**config.mk**
```make
export PLATFORM = sky130hd
export DESIGN_NAME = facto_slave
export DESIGN_NICKNAME = d
export VERILOG_FILES = /design/src/rtl/facto_slave.sv
export SDC_FILE = /design/constraint.sdc
export NUM_CORES = 1
export LEC_CHECK = 0
export ABC_AREA = 0
export BUFFER_PORTS_ARGS = -buffer_cell sky130_fd_sc_hd__clkbuf_2
export CAP_MARGIN = 20
export CELL_PAD_IN_SITES_DETAIL_PLACEMENT = 1
export CELL_PAD_IN_SITES_GLOBAL_PLACEMENT = 1
export CORE_MARGIN = 3
export CORE_UTILIZATION = 41
export CTS_CLUSTER_DIAMETER = 40
export DETAILED_ROUTE_END_ITERATION = 7
export PLACE_DENSITY = 0.87
export SYNTH_ARGS = -nofsm -noshare
export SYNTH_HDL_FRONTEND = slang
export SYNTH_SLANG_ARGS = --single-unit
```
**constraint.sdc**
```tcl
create_clock -name clk -period 3.2 [get_ports clk]
set_input_delay 0.32 -clock clk [delete_from_list [all_inputs] [get_ports clk]]
set_output_delay 0.32 -clock clk [all_outputs]
set_load 0.01 [all_outputs]
```
**src/rtl/facto_slave.sv**
```systemverilog
// Bus-mapped register front end for a factorial controller: start/clear control, operand, captured result, interrupt.
// Register writes land on the clock edge; reads are combinational; the result is captured on the first op_done seen while running.
module facto_slave (
   input  logic          clk,
   input  logic          reset_n,
   input  logic          s_sel,
   input  logic          s_wr,
   input  logic [7:0]    s_addr,
   input  logic [63:0]   s_din,
   output logic [63:0]   s_dout,
   output logic          op_start,
   output logic          op_clear,
   output logic [63:0]   oper,
   input  logic          op_done,
   input  logic [127:0]  result,
   output logic          interrupt
);

   localparam logic [7:0] A_OPSTART  = 8'h00;
   localparam logic [7:0] A_OPCLEAR  = 8'h08;
   localparam logic [7:0] A_OPDONE   = 8'h10;
   localparam logic [7:0] A_INTREN   = 8'h18;
   localparam logic [7:0] A_OPERAND  = 8'h20;
   localparam logic [7:0] A_RESULT_H = 8'h28;
   localparam logic [7:0] A_RESULT_L = 8'h30;

   typedef enum logic [1:0] {IDLE, RUN, DONE} state_t;

   state_t         r_state;
   logic           r_opstart;
   logic           r_opdone;
   logic           r_intren;
   logic           r_op_clear;
   logic [63:0]    r_operand;
   logic [127:0]   r_result;

   logic           w_wr;
   logic           w_clr;
   logic [63:0]    w_rdata;

   assign w_wr  = s_sel & s_wr;
   assign w_clr = w_wr && (s_addr == A_OPCLEAR) && s_din[0];

   // Clear is checked ahead of the state machine so it wins over a coincident op_done.
   always_ff @(posedge clk or negedge reset_n) begin
      if (!reset_n) begin
         r_state    <= IDLE;
         r_opstart  <= 1'b0;
         r_opdone   <= 1'b0;
         r_intren   <= 1'b0;
         r_op_clear <= 1'b0;
         r_operand  <= '0;
         r_result   <= '0;
      end else begin
         r_op_clear <= w_clr;
         if (w_wr && (s_addr == A_INTREN))
            r_intren <= s_din[0];
         if (w_clr) begin
            r_state   <= IDLE;
            r_opstart <= 1'b0;
            r_opdone  <= 1'b0;
            r_result  <= '0;
         end else begin
            case (r_state)
               IDLE: begin
                  if (w_wr && (s_addr == A_OPERAND))
                     r_operand <= s_din;
                  if (w_wr && (s_addr == A_OPSTART) && s_din[0]) begin
                     r_opstart <= 1'b1;
                     r_state   <= RUN;
                  end
               end
               RUN: begin
                  if (op_done) begin
                     r_result <= result;
                     r_opdone <= 1'b1;
                     r_state  <= DONE;
                  end
               end
               DONE: begin
                  r_state <= DONE;
               end
               default: r_state <= IDLE;
            endcase
         end
      end
   end

   always_comb begin
      w_rdata = '0;
      if (s_sel && !s_wr) begin
         case (s_addr)
            A_OPSTART:  w_rdata = {63'd0, r_opstart};
            A_OPDONE:   w_rdata = {63'd0, r_opdone};
            A_INTREN:   w_rdata = {63'd0, r_intren};
            A_OPERAND:  w_rdata = r_operand;
            A_RESULT_H: w_rdata = r_result[127:64];
            A_RESULT_L: w_rdata = r_result[63:0];
            default:    w_rdata = '0;
         endcase
      end
   end

   assign s_dout    = w_rdata;
   assign op_start  = r_opstart;
   assign op_clear  = r_op_clear;
   assign oper      = r_operand;
   assign interrupt = r_opdone & r_intren;

endmodule

```
; ---- After elaboration in Yosys (flattened, before gate mapping)
; Index checks and enable logic that the tools add are counted.
; W data, S select, Z words.
[classes]
n_addsub = 0
n_mul = 0
n_div = 0
order_cmp = 0
n_eq_ne = 10
shifts = 0
n_mux = 15
bitwise_logic = 3
n_reduce_logical = 18
[ops]
columns = op, n
row1 = $mux W128, 3
row2 = $pmux W64 S6, 1
row3 = $mux W64, 1
row4 = $eq A8 B6 Y1 const B, 3
row5 = $eq A8 B5 Y1 const B, 2
row6 = $eq A8 B4 Y1 const B, 1
row7 = $logic_not A8 Y1, 1
row8 = $reduce_bool A2 Y1, 4
row9 = $logic_and A1 B1 Y1, 7
row10 = $mux W1, 6
row11 = $mux W2, 3
row12 = $ne A3 B3 Y1 const B, 2
row13 = $pmux W2 S3, 1
row14 = $reduce_and A2 Y1, 3
row15 = $reduce_and A3 Y1, 1
row16 = $and A1 B1 Y1, 2
row17 = $eq A2 B1 Y1 const B, 1
row18 = $eq A2 B2 Y1 const B, 1
row19 = $logic_not A2 Y1, 1
row20 = $logic_not A1 Y1, 1
row21 = $not A1 Y1, 1
[word_totals]
ff_bits = 198
latch_bits = 0
ram_bits = 0
rom_bits = 0
in_bits = 205
output_inout_bits = 131
elab_cells = 53
memories = 0

; ---- Depth between registers and ports, before layout
; Gate-level depths: netlist of the first run.
[depth]
ltp_word = 6
mapped_depth = 8
depth_no_buf = 6

; ---- Worst setup path before layout of the first run
; OpenSTA, ideal clock, no wires.
[synth_path]
path_type = input to output
startpoint = in s_addr[4]
endpoint = out s_dout[39]
arrival_time_ns = 1.688
path_slack_ns = 1.192
cell_stages = 8
n_path_buf = 4
path_cell_list = buf_2 > nor4b_2 > buf_4 > and3_1 > buf_4 > buf_4 > a22oi_1 > nor2_1
[synth_via]
elab_chain_cells = 3
elab_cells_between_ends = 8
[synth_lines]
columns = item, line
row1 = start: declaration, 8  ; input logic [7:0] s_addr,
row2 = $eq A8 B6 Y1 (tied with other cells), 92  ; case (s_addr)
row3 = $pmux W64 S6 *, 92
row4 = $mux W64 *, 91  ; if (s_sel && !s_wr) begin
row5 = end: declaration, 10  ; output logic [63:0] s_dout,
; Every way passes the cells marked *; elsewhere a longest branch is shown, timed or not.

; ---- Worst setup path in the final report of the first run
[layout_path]
startpoint = in s_addr[4]
endpoint = out s_dout[2]
; The elaborated chain is that of the path after synthesis.

==> impl_metrics.toml, run 1 <==
[run_status]
result_of_the_run = "completed"

[timing]
timing.slew.headroom = 0.4581
unrepaired_setup_endpoints_after_global_routing = "false"
max_freq_ghz = 0.4098
setup_viol_count_final = 0
clock_skew_ns = 0.01166
timing_max_transition_violations_final = 0
finalCritPeriodShare = 0.7626
finalHoldViolations = 0
period_minus_slack_ns = 2.440
worst_pin_slew_ns = 0.8109
setup_tns_ns = 0

[power]
powerDensity_nw_per_um2 = 490.4
irDropWorstVdd_mv = 0.2745
clock_power_share = 0.388
seqPwrFrac = 0.515
cellLeakagePower_nw = 5.822
combPwrFrac = 0.097
design_power_mw = 5.520
cell_internal_pwr_mw = 4.096
switching_share = 0.2580
psw_mw = 1.424

[logic_synthesis]
netlist_instances = 672
syn-cell-area_sq_um = 8909
yosysWarnings = 0
primary_ff_master_synth = "sky130_fd_sc_hd__dfrtp_1"
synthesis.area_per_instance_sq_um = 13.26
synthesis.nets = 879
yosysUniqueCellTypes = 43
synth-seq-cells = 198
count_of_flip_flops_with_a_built_in_enable_after_synthesis = 0
async_reset_ff_frac = 1.000
part_of_the_yosys_area_used_for_sequential_elements = 0.5562

[clock_tree]
max-clock-path-buffers = 2
cts_sinks = 198
clock_tree_from_tritoncts = "built"
skew_pair_late_insertion_delay_ns = 0.42
library_cell_used_as_clock_root_buffer = "sky130_fd_sc_hd__clkbuf_16"
post-cts-setup-buffer-count = 0
worst_setup_hold_path_clk_slew_ns = 0.08
cts_htree_levels = 4
tritoncts.num_buffers = 17
cts_resized = 0
cts-hold-fix-buffers = 1

[critical_path]
rr_worst_depth = 6
worst_path_max_delay_cell = "sky130_fd_sc_hd__and4bb_1"
critical_path.cell_chain = "clkbuf_2 -> and4bb_1 -> and2_2 -> buf_4 -> a22oi_1 -> nor2_1 -> clkbuf_2"
worstSetupPathDepth = 7
crit_path_start_kind = "primary input"
worstSetupEndpointType = "output port"
critical_path.n_buffers_inverters = 3
critPathKind = "in -> out"
critPathMaxFanout = 22
path_delay_family = "simple AND/OR/NAND/NOR gates"
arrival_ns = 2.12
cell_repeated_most_along_the_worst_path = "sky130_fd_sc_hd__clkbuf_2"
worst_path_largest_cell_delay_ns = 0.50
critical_path_required_ns = 2.88

[floorplan]
io_pins = 336
core-area_sq_um = 21150
die_area_sq_um = 23530
rows = 53
floorplan.die.width_um = 153.4
die_height_um = 153.4
initial_core_util = 0.4211

[layout]
most-common-layout-cells = "sky130_fd_sc_hd__clkbuf_2 (334), sky130_fd_sc_hd__dfrtp_1 (198), sky130_fd_sc_hd__a22o_1 (153)"
final_layout_size_suffix_gt1_frac = 0.4207
antenna_cells = 0
mostFrequentLayoutCell = "sky130_fd_sc_hd__clkbuf_2"
area_growth_syn_to_layout_pct = 26.36
finish.net_count = 1192

[grt]
grt_start_max_net_pins = 76
grt_antenna_before_repair = 0
grt_pass1_vias = 8103
first_pass_grt_wire_length_um = 47910
grt_overflow = 0
globalRouteTotalUtil = 0.2599

[route]
final_wirelength_um = 31340
number_of_nets_with_antenna_violations_after_routing = 0
routed-via-count = 7520
detail_route.drc_violations = 0
mean_number_of_vias_per_cell = 5.917
first_pass_drt_iterations = 7
detail_route.wl_per_cell_um = 24.65
first_iter_violations = 445

[run]
max_cap_viol_count = 0

[place]
port_buffers = 335
total_half_perimeter_wirelength_after_legalization_and_detailed_placement_um = 22140
place.gp.congestion = 0.8106

[worst_hold_path]
hold-path-cell-count = 2
min-delay-path-class = "in -> reg"
==> cells by family (layout without fill, tap and decap cells) <==
group	after synthesis	after routing	synth area share
buffers and inverters	70	394	0.06292
and+or+nand+nor	95	95	0.05435
adders and majority gates	2	2	0.002809
AOI/OAI and AO/OA	225	225	0.2191
xor gates and xnor gates	1	1	0.0009833
DFF	198	198	0.5562
muxes	81	81	0.1037
==> synth_stat cells (all sizes together) (2+ instances only) <==
cell / n / share of area
a22o: 153 / 0.15
a21oi: 2 / 0.0024
mux2: 80 / 0.10
nand3: 2 / 0.0025
clkbuf: 8 / 0.0034
and4: 2 / 0.0022
nor2: 70 / 0.031
a22oi: 40 / 0.034
buf: 59 / 0.058
a222oi: 23 / 0.026
nor2b: 2 / 0.0014
dfrtp: 198 / 0.56
ha: 2 / 0.0028
a311oi: 2 / 0.0020
a31oi: 2 / 0.0014
and2: 5 / 0.0035
and4bb: 2 / 0.0028
inv: 3 / 0.0013
nand2: 3 / 0.0013
==> per-stage QoR <==
step           setup WS [ns]  utilization  std cells  hold WS, ns  area, sq um
4_1_cts               0.7910       0.5321       1271      0.08198        11260
6_report              0.7598       0.5321       1271       0.1018        11260
3_5_place_dp          0.8132       0.5046       1240       0.3998        10670
2_1_floorplan          1.192            -        672      0.02441         8909
5_1_grt               0.6458       0.5321       1271      0.08088        11260
3_3_place_gp          0.8534       0.5046       1240       0.3984        10670
==> power groups by stage <==
stage | Clock, mW | Combinational, mW | Sequential, mW
final | 2.14 | 0.535 | 2.84
after global routing | 2.29 | 0.588 | 2.86
after CTS | 2.19 | 0.543 | 2.84
after detailed placement | 0 | 0.538 | 2.88
after global placement | 0 | 0.508 | 2.87
after floorplan | 0 | 0.256 | 2.84
==> final cells by class <==
class,count,area (sq um)
multi-input combinational,404,3416
fill,2295,9897
clock buffer,17,425.4
timing repair buffer,361,1958
clock inverter,13,147.6
tap,275,344.1
inverter,3,11.26
sequential,198,4955
==> metal layers <==
metal,vias up,global-route usage,share of wire
li1,3212,-,-
met1,3862,0.3216,0.39
met2,404,0.4492,0.51
met3,42,0.06880,0.085
met4,0,0.07569,0.019
met5,-,0,0
==> registers in the layout, summed over array words and instances, names as in the netlist <==
name      count
op_start      1
r_opdone      1
oper         64
r_result    128
r_state       2
r_intren      1
op_clear      1
==> path summary, 6_finish.rpt <==
check / startpoint / end / slack, ns
max in group asynchronous: reset_n / r_result[8]$_DFFE_PN0P_ / 1.85
max: s_addr[4] / s_dout[2] / 0.76
max reg2reg: r_state[1]$_DFFE_PN0P_ / r_result[19]$_DFFE_PN0P_ / 1.10
min in group asynchronous: reset_n / r_intren$_DFFE_PN0P_ / 0.49
min reg2reg: r_result[106]$_DFFE_PN0P_ / r_result[106]$_DFFE_PN0P_ / 0.50
min: s_din[32] / oper[32]$_DFFE_PN0P_ / 0.10
Power figures use the tool's default switching activity.
==> run 2: changes to the inputs <==
- ABC_AREA: 0 -> 1
- CORE_UTILIZATION: 41 -> 32
- PLACE_DENSITY: 0.87 -> 0.78
- clock period: 3.2 -> 1.98 ns (I/O delays scaled with it)
==> run 2 against run 1 <==
- wire length is 30% higher
- count of clock-buffer cells in the layout is 5 higher
- worst setup slack worse by 0.61 ns
- sequential share of layout area is 9.0 points lower
- synthesized area is 10% higher
==> impl_metrics.toml, run 2 <==
[layout]
multi_input_area_sq_um = 3617
final_cell_count_no_fill = 2134
layout.area.seq_sq_um = 4955
fill_cells = 3691
most-common-layout-cells = "sky130_fd_sc_hd__clkbuf_2 (334), sky130_fd_sc_hd__nand2_1 (281), sky130_fd_sc_hd__inv_1 (207)"
finish.net_count = 1931
final_layout_size_suffix_gt1_frac = 0.2447
largest_register_ffs = 128
mostFrequentLayoutCell = "sky130_fd_sc_hd__clkbuf_2"
largest-register = "r_result"
postLayoutCellArea_sq_um = 14160
area_growth_syn_to_layout_pct = 44.47

[grt]
grt_pass1_vias = 11700
grt_overflow = 0
globalRouteTotalUtil = 0.2434
grt_start_max_net_pins = 66
first_pass_grt_wire_length_um = 64090
grt_antenna_before_repair = 6

[clock_tree]
cts_sinks = 198
worst_setup_hold_path_clk_slew_ns = 0.06
skew_pair_late_insertion_delay_ns = 0.44
post-cts-setup-buffer-count = 0
clock_tree_from_tritoncts = "built"
cts_htree_levels = 4
library_cell_used_as_clock_root_buffer = "sky130_fd_sc_hd__clkbuf_16"
tritoncts.num_buffers = 17
max-clock-path-buffers = 2

[critical_path]
worst_path_largest_cell_delay_ns = 0.22
arrival_ns = 1.63
critPathMaxFanout = 27
critical_path.cell_chain = "clkbuf_2 -> nor2_1 -> nand2_2 -> inv_2 -> nand2_2 -> buf_6 -> o21ai_0 -> inv_1 -> a21oi_2 -> clkbuf_2"
worstSetupEndpointType = "output port"
crit_path_start_kind = "primary input"
worst_path_max_delay_cell = "sky130_fd_sc_hd__buf_6"
critPathKind = "in -> out"
critical_path_required_ns = 1.78

[timing]
clock_skew_ns = 0.01367
worst_pin_slew_ns = 0.5282
finalHoldViolations = 0
setup_tns_ns = 0
timing_max_transition_violations_final = 0
period_minus_slack_ns = 1.831
layout_setup_ws_ns = 0.1494
max_freq_ghz = 0.5463
unrepaired_setup_endpoints_after_global_routing = "false"
finalCritPeriodShare = 0.9246
setup_viol_count_final = 0
timing.slew.headroom = 0.6479

[route]
first_iter_violations = 571
detail_route.wl_per_cell_um = 19.09
mean_number_of_vias_per_cell = 5.049
detail_route.drc_violations = 0
first_pass_drt_iterations = 4
final_wirelength_um = 40740
routed-via-count = 10780
number_of_nets_with_antenna_violations_after_routing = 0

[logic_synthesis]
yosysUniqueCellTypes = 22
synth_top_area_share = 0.5056
synthesis.area_per_instance_sq_um = 7.740
synthTopCellsByArea = "sky130_fd_sc_hd__dfrtp_1 (51%), sky130_fd_sc_hd__nand2_1 (11%), sky130_fd_sc_hd__nand3_1 (10%)"
ys_top_cells_by_count = "sky130_fd_sc_hd__nand2_1 (283), sky130_fd_sc_hd__inv_1 (207), sky130_fd_sc_hd__nand3_1 (203)"
synthesis.nets = 1473
part_of_the_yosys_area_used_for_sequential_elements = 0.5056
count_of_flip_flops_with_a_built_in_enable_after_synthesis = 0
primary_ff_master_synth = "sky130_fd_sc_hd__dfrtp_1"
syn-cell-area_sq_um = 9799
synth-seq-cells = 198
netlist_instances = 1266
yosysWarnings = 0
synth.largest_area_cell = "sky130_fd_sc_hd__dfrtp_1"
synth_most_common_cell = "sky130_fd_sc_hd__nand2_1"
async_reset_ff_frac = 1.000

[power]
clock_power_share = 0.308
seqPwrFrac = 0.508
cell_internal_pwr_mw = 7.856
powerDensity_nw_per_um2 = 791.2
irDropWorstVdd_mv = 0.5202
combPwrFrac = 0.183
cellLeakagePower_nw = 7.141
psw_mw = 3.345
switching_share = 0.2986

[worst_hold_path]
min-delay-path-class = "in -> reg"

[place]
total_half_perimeter_wirelength_after_legalization_and_detailed_placement_um = 25670
preCtsSetupSlack_ns = 0.09484
dp.cells = 1940
place.gp.congestion = 0.7988
placed_cell_areas_sq_um = 12010
port_buffers = 335

[floorplan]
floorplan.die.width_um = 181.0
core-area_sq_um = 29870
io_pins = 336
initial_core_util = 0.3280
rows = 63
die_height_um = 181.0
die_area_sq_um = 32760

[run]
max_cap_viol_count = 0

[run_status]
result_of_the_run = "completed"
## run 2: cell count changes after synthesis, sizes merged, moves of 51 or more
cell and change:
nor2 -51, o21ai +193, nand3 +201, nand2 +285, a22o -153, mux2 -80, a21oi +64, inv +207
## run 2: stage by stage
step	hold WS, ns	util	total power [mW]
floorplan	-0.09759	-	6.637
global placement	0.1649	0.4019	7.352
detailed placement	0.1699	0.4019	7.489
CTS	0.00002343	0.4730	11.23
global route	0.006009	0.4739	11.89
finish	0.01766	0.4739	11.20
## run 2: what timing repair did
item	in CTS	in global routing
endpoints found under the hold margin	187	0
endpoints found under the setup margin	0	12
resized for setup	0	9
hold buffers	155	0
## run 2: final timing paths
path                       slack, ns  depth (start not counted)                  endpoint                    from
max                             0.15                         10                s_dout[50]               s_addr[1]
min                             0.02                          3  r_result[72]$_DFFE_PN0P_              result[72]
max reg2reg                     0.16                          7   r_result[2]$_DFFE_PN0P_  r_state[1]$_DFFE_PN0P_
min reg2reg                     0.50                          2    r_state[1]$_DFFE_PN0P_  r_state[1]$_DFFE_PN0P_
max in group asynchronous       1.02                          3  r_result[52]$_DFFE_PN0P_                 reset_n
min in group asynchronous       0.24                          2      r_opdone$_DFFE_PN0P_                 reset_n
## run 2: power by group through the flow
stage	sequential, mW	clock (mW)	combinational [mW]
CTS	5.68	3.54	2.01
global placement	5.71	0	1.65
floorplan	5.57	0	1.07
global route	5.81	3.72	2.36
detailed placement	5.75	0	1.74
finish	5.69	3.45	2.05
## run 2: cells by family (layout without fill, tap and decap cells)
kind of cell / Yosys count / after routing / share of synthesized area
simple gates: 512 / 512 / 0.2268
buf+inv: 295 / 766 / 0.1301
compound gates: 259 / 259 / 0.1350
flops: 198 / 198 / 0.5056
fa+ha+maj: 2 / 2 / 0.002553
other cells: 0 / 7 / 0
## run 2: layout make-up
cell class | count | share of cell area
well taps | 390 | 0.03447
diodes | 7 | 0.001237
clock buffers | 22 | 0.03420
clock inverters | 10 | 0.006098
inverters | 210 | 0.05568
multi-input cells | 773 | 0.2555
flip-flops and latches | 198 | 0.3500
repair buffers | 524 | 0.2628
## run 2: routing by layer
metal	up-vias	part of all wire	track usage
met5	-	0	0
met4	0	0.038	0.1073
met3	92	0.048	0.04409
met2	383	0.51	0.4322
met1	5362	0.41	0.2877
li1	4938	-	-
## run 2: worst max-delay path: cells and delay by family
family / cells / cell delay (ns)
AO/OA/AOI/OAI: 2 / 0.37
buffers and inverters: 5 / 0.68
AND/OR/NAND/NOR: 3 / 0.36
